==> src/rtl/mac_pkg.sv <==
// Shared constants for the MAC accumulate stage:
// FSM state encoding and default datapath widths.
package mac_pkg;

  localparam int ACC_W_DEF = 24;
  localparam int CNT_W_DEF = 8;

  localparam logic [1:0] S_IDLE  = 2'd0;
  localparam logic [1:0] S_ACCUM = 2'd1;
  localparam logic [1:0] S_HOLD  = 2'd2;

endpackage

==> src/rtl/sat_add_acc.sv <==
// Saturating accumulate adder: acc + prod,
// clamps to all ones and flags a carry-out.
module sat_add_acc #(
  parameter int ACC_W = 24
) (
  input  logic [ACC_W-1:0] acc,
  input  logic [15:0]      prod,
  output logic [ACC_W-1:0] sum,
  output logic             ovf
);

  logic [ACC_W:0] full;

  always_comb begin
    full = {1'b0, acc} + {{(ACC_W-15){1'b0}}, prod};
    ovf  = full[ACC_W];
    sum  = ovf ? '1 : full[ACC_W-1:0];
  end

endmodule

==> src/rtl/mac_accum_stage.sv <==
// Frame accumulator: sums product beats until last,
// then holds the saturated sum until downstream takes it.
module mac_accum_stage
  import mac_pkg::*;
#(
  parameter int ACC_W = ACC_W_DEF,
  parameter int CNT_W = CNT_W_DEF
) (
  input  logic             clk,
  input  logic             rst_n,
  input  logic             clr,
  input  logic             prod_valid,
  output logic             prod_ready,
  input  logic [15:0]      prod_data,
  input  logic             prod_last,
  output logic             acc_valid,
  input  logic             acc_ready,
  output logic [ACC_W-1:0] acc_data,
  output logic [CNT_W-1:0] acc_cnt,
  output logic             acc_ovf
);

  logic [1:0]       state_q, state_d;
  logic [ACC_W-1:0] acc_q, acc_d;
  logic [CNT_W-1:0] cnt_q, cnt_d;
  logic             ovf_q, ovf_d;
  logic             rdy_q, rdy_d;

  logic [ACC_W-1:0] add_sum;
  logic             add_ovf;
  logic             beat;
  logic [1:0]       nxt_st;
  logic [CNT_W-1:0] cnt_inc;

  sat_add_acc #(
    .ACC_W(ACC_W)
  ) u_add (
    .acc (acc_q),
    .prod(prod_data),
    .sum (add_sum),
    .ovf (add_ovf)
  );

  // rdy_q keeps prod_ready low until the first edge out of reset
  assign prod_ready = rdy_q && (state_q != S_HOLD);
  assign acc_valid  = (state_q == S_HOLD);
  assign acc_data   = acc_q;
  assign acc_cnt    = cnt_q;
  assign acc_ovf    = ovf_q;

  assign beat    = prod_valid && prod_ready;
  assign nxt_st  = prod_last ? S_HOLD : S_ACCUM;
  assign cnt_inc = (&cnt_q) ? cnt_q : cnt_q + {{(CNT_W-1){1'b0}}, 1'b1};

  always_comb begin
    state_d = state_q;
    acc_d   = acc_q;
    cnt_d   = cnt_q;
    ovf_d   = ovf_q;
    rdy_d   = 1'b1;
    if (clr) begin
      state_d = S_IDLE;
      acc_d   = '0;
      cnt_d   = '0;
      ovf_d   = 1'b0;
    end else begin
      unique case (1'b1)
        (state_q == S_IDLE): begin
          if (beat) begin
            state_d = nxt_st;
            acc_d   = {{(ACC_W-16){1'b0}}, prod_data};
            cnt_d   = {{(CNT_W-1){1'b0}}, 1'b1};
            ovf_d   = 1'b0;
          end
        end
        (state_q == S_ACCUM): begin
          if (beat) begin
            state_d = nxt_st;
            acc_d   = ovf_q ? '1 : add_sum;
            cnt_d   = cnt_inc;
            ovf_d   = ovf_q || add_ovf;
          end
        end
        (state_q == S_HOLD): begin
          if (acc_ready) begin
            state_d = S_IDLE;
            acc_d   = '0;
            cnt_d   = '0;
            ovf_d   = 1'b0;
          end
        end
        default: begin
          state_d = S_IDLE;
          acc_d   = '0;
          cnt_d   = '0;
          ovf_d   = 1'b0;
        end
      endcase
    end
  end

  always_ff @(posedge clk or negedge rst_n) begin
    if (!rst_n) begin
      state_q <= S_IDLE;
      acc_q   <= '0;
      cnt_q   <= '0;
      ovf_q   <= 1'b0;
      rdy_q   <= 1'b0;
    end else begin
      state_q <= state_d;
      acc_q   <= acc_d;
      cnt_q   <= cnt_d;
      ovf_q   <= ovf_d;
      rdy_q   <= rdy_d;
    end
  end

endmodule

==> config.mk <==
export PLATFORM = sky130hd
export DESIGN_NAME = mac_accum_stage
export DESIGN_NICKNAME = d
export VERILOG_FILES = /design/src/rtl/mac_pkg.sv /design/src/rtl/sat_add_acc.sv /design/src/rtl/mac_accum_stage.sv
export SDC_FILE = /design/constraint.sdc
export NUM_CORES = 1
export LEC_CHECK = 0
export ABC_CLOCK_PERIOD_IN_PS = 3500
export BUFFER_PORTS_ARGS = -buffer_cell sky130_fd_sc_hd__buf_2
export CAP_MARGIN = 10
export CORE_UTILIZATION = 50
export CTS_CLUSTER_DIAMETER = 30
export DETAILED_ROUTE_END_ITERATION = 16
export HOLD_SLACK_MARGIN = 0.12
export PLACE_DENSITY_LB_ADDON = 0.12
export REMOVE_ABC_BUFFERS = 1
export SLEW_MARGIN = 20
export SYNTH_ARGS = -nofsm -noshare
export SYNTH_HDL_FRONTEND = slang
export SYNTH_SLANG_ARGS = --single-unit
==> constraint.sdc <==
create_clock -name clk -period 3.5 [get_ports clk]
set_input_delay 0.35 -clock clk [delete_from_list [all_inputs] [get_ports clk]]
set_output_delay 0.35 -clock clk [all_outputs]
set_load 0.005 [all_outputs]
==> metrics <==
DR vias 2678; # diodes 0; hpwl dp 5100 um; yosys synthesis warning count 0; Most used DFF post-synth dfrtp_1; Worst-Skew Late Latency 0.30 ns; DR WL/cell 15.9 um; crit path time final 2.86 ns; Die Y-Extent 75.7 um; Finish-stage setup viols 0; Pre-Repair DR Iteration Count 4; register share of total power 0.419; clk_skew 0.00717 ns; DRC 0; Worst Reg-to-Reg Cells 8; EDFF count, synth 0; Gate power share 0.221; ys async rst share 1.00; initial antenna violation count 0; Slew Limit Fails 0; RSZ-0062 raised after global routing false; maxcap violations 0; Required @ worst endpoint 3.69 ns; gpl congestion 0.841; Min Hold Slack 0.144 ns; CP Capture Point acc_data[3]; CTS Hold Bufs 0; RR Startpoint acc_data[0]; clock power share 0.361; Startpoint Class flop; Cell Rows 26; status completed; share of layout cells above drive strength 1 0.204; Place WS 0.562 ns; crit path capture type flop; worst r2r dst acc_data[3]; DRT antenna net count 0; GRT Resource Usage Total 0.270; TritonCTS buffer count 5; Die Wd 75.7 um; Ports 57; Detailed Route WL 7060 um; Yosys reg bits 36; vias in the first global route 2495; placed cell areas 0.00305 mm^2; VDD IR max 0.000210 V; worst setup margin 0.640 ns; final hold vios 0; Synth Instances 318; pin count of the biggest net entering global routing 37; Setup Buffers After CTS 0; H-tree depth 2; sequential area share after synthesis 0.332; Mean Syn Cell Area 8.54 um^2; P_int 732 uW; fmax 350 MHz; Min-Delay Path Class in2async; vias per cell 6.05; Core Area 0.00517 mm^2; clock sink count 36; Worst-Margin Slew 0.883 ns; Final nets 412; clock root cell clkbuf_8; final instance area 0.00316 mm^2; Initial DRC Count 218; Sw Ratio 0.309; Sum Neg Setup Slack 0 ns; Net Switching 328 uW; worst setup path start acc_data[0]; Port Buf Inserts 56; CTS Buffer Depth 2; gr ovfl total 0; Reg2Reg Setup Slack 0.64 ns; Area growth syn-to-layout 16.5%; DIE AREA 0.00573 mm^2; post_cts resized 0; final core utilization 0.612; Crit Path Category reg2reg; Max-slew headroom 0.409; CTS tree done; first-pass GRT wire length 11700 um; Power Density 335 mW/mm^2; maximum fanout along the worst path 11; critical path arrival 3.05 ns; post-synth cell types 50; Worst-path clk slew 0.08 ns; synthesized area 0.00272 mm^2; fin crit share 0.817; Starting Density 0.525; Static Leak 1.56 nW
[power groups by stage]
stage               logic, mW  clock network [mW]  registers [mW]
detailed placement      0.232                   0           0.452
CTS                     0.232               0.390           0.444
global placement        0.229                   0           0.451
finish                  0.234               0.382           0.444
floorplan               0.153                   0           0.450
global route            0.261               0.405           0.446
[cell type report]
class | instances | area [um^2]
Inverter | 10 | 37.5
Multi-Input combinational cell | 260 | 1720
Tap cell | 70 | 87.6
Clock inverter | 3 | 42.5
Fill cell | 456 | 2010
Sequential cell | 36 | 901
Timing Repair Buffer | 59 | 303
Clock buffer | 5 | 68.8
[Yosys cell counts, drive strengths merged, types with 2 or more instances]
master	instances	area (um^2)
ha	17	213
a21o	11	82.6
o41ai	2	36.3
xnor2	2	17.5
o21ai	34	174
a2111oi	3	45.1
xor2	8	70.1
or2	2	12.5
nor3	5	25.0
a41oi	2	17.5
o31ai	4	30.0
a31oi	8	50.1
a21oi	29	145
and2	4	25.0
nor2b	2	12.5
nand4	8	50.1
a221o	7	70.1
inv	10	37.5
o21bai	2	15.0
dfrtp	36	901
a22o	4	35.0
and3	6	37.5
nor2	18	67.6
nand2	35	131
a22oi	6	45.0
a211oi	6	57.6
nand2b	3	18.8
o211ai	7	52.6
nand3	11	55.1
clkbuf	11	41.3
[worst min-delay path by stage]
| stage | depth (start not counted) | endpoint | slack, ns | start |
|---|---|---|---|---|
| 2_1_floorplan | 0 | acc_cnt[0] | 0.05 | rst_n |
| 3_3_place_gp | 1 | acc_data[8] | 0.49 | acc_data[8] |
| 3_5_place_dp | 1 | acc_data[8] | 0.50 | acc_data[8] |
| 4_1_cts | 1 | acc_data[8] | 0.19 | rst_n |
| 5_1_grt | 1 | acc_cnt[2] | 0.23 | rst_n |
| 6_report | 1 | acc_data[8] | 0.14 | rst_n |
[cells by family after synthesis]
logic type      count (synthesis)  share of synthesized area
fa+ha+maj                      18                     0.0857
compound gates                131                      0.335
flops                          36                      0.332
other cells                     1                    0.00138
xor+xnor                       10                     0.0323
simple gates                   99                      0.176
mux                             1                    0.00369
buf+inv                        22                     0.0332
[cells in the final DEF, fill, tap and decap left out, types with 4 or more instances in the layout]
cell type	synthesis	routed
xor2_1	8	8
nand4_1	8	8
nand2_1	35	35
a21oi_1	29	29
o211ai_1	7	7
ha_1	17	17
a221o_1	7	7
a22o_1	4	4
nand3_1	11	11
nor2_1	18	18
a31oi_1	8	8
o31ai_1	4	4
and2_1	4	4
inv_1	10	10
a21o_1	11	11
nor3_1	5	5
a22oi_1	6	6
buf_2	0	56
clkbuf_8	0	5
o21ai_0	32	32
and3_1	6	6
dfrtp_1	36	36
a211oi_1	5	5
[critical path, cell delays in order, from the launching register on]
cell,delay (ns)
dfrtp_1,0.41
ha_1,0.23
fa_1,0.43
a211oi_1,0.35
o21ai_2,0.17
a211oi_4,0.40
o41a_2,0.37
a21oi_1,0.11
a221o_1,0.27
[per-layer routing]
layer  wire length (um)  global-route usage  share of wire  vias up
met2               3160               0.434           0.45       73
met1               3490               0.377           0.49     1270
met4                 88              0.0761          0.012        0
met3                318              0.0463          0.045        8
li1                   -                   -              -     1327
met5                  0                   0              0        -
[through the flow]
| stage | std cells | total power [mW] |
|---|---|---|
| 2_1_floorplan | 306 | 0.604 |
| 3_3_place_gp | 435 | 0.680 |
| 3_5_place_dp | 435 | 0.683 |
| 4_1_cts | 443 | 1.07 |
| 5_1_grt | 443 | 1.11 |
| 6_report | 443 | 1.06 |
[sequential cells by signal (all words and copies together) (netlist names)]
| name | count |
|---|---|
| acc_ovf | 1 |
| rdy_q | 1 |
| acc_data | 24 |
| acc_cnt | 8 |
| state_q | 2 |
Note: power is estimated with default switching activity, not from simulation.
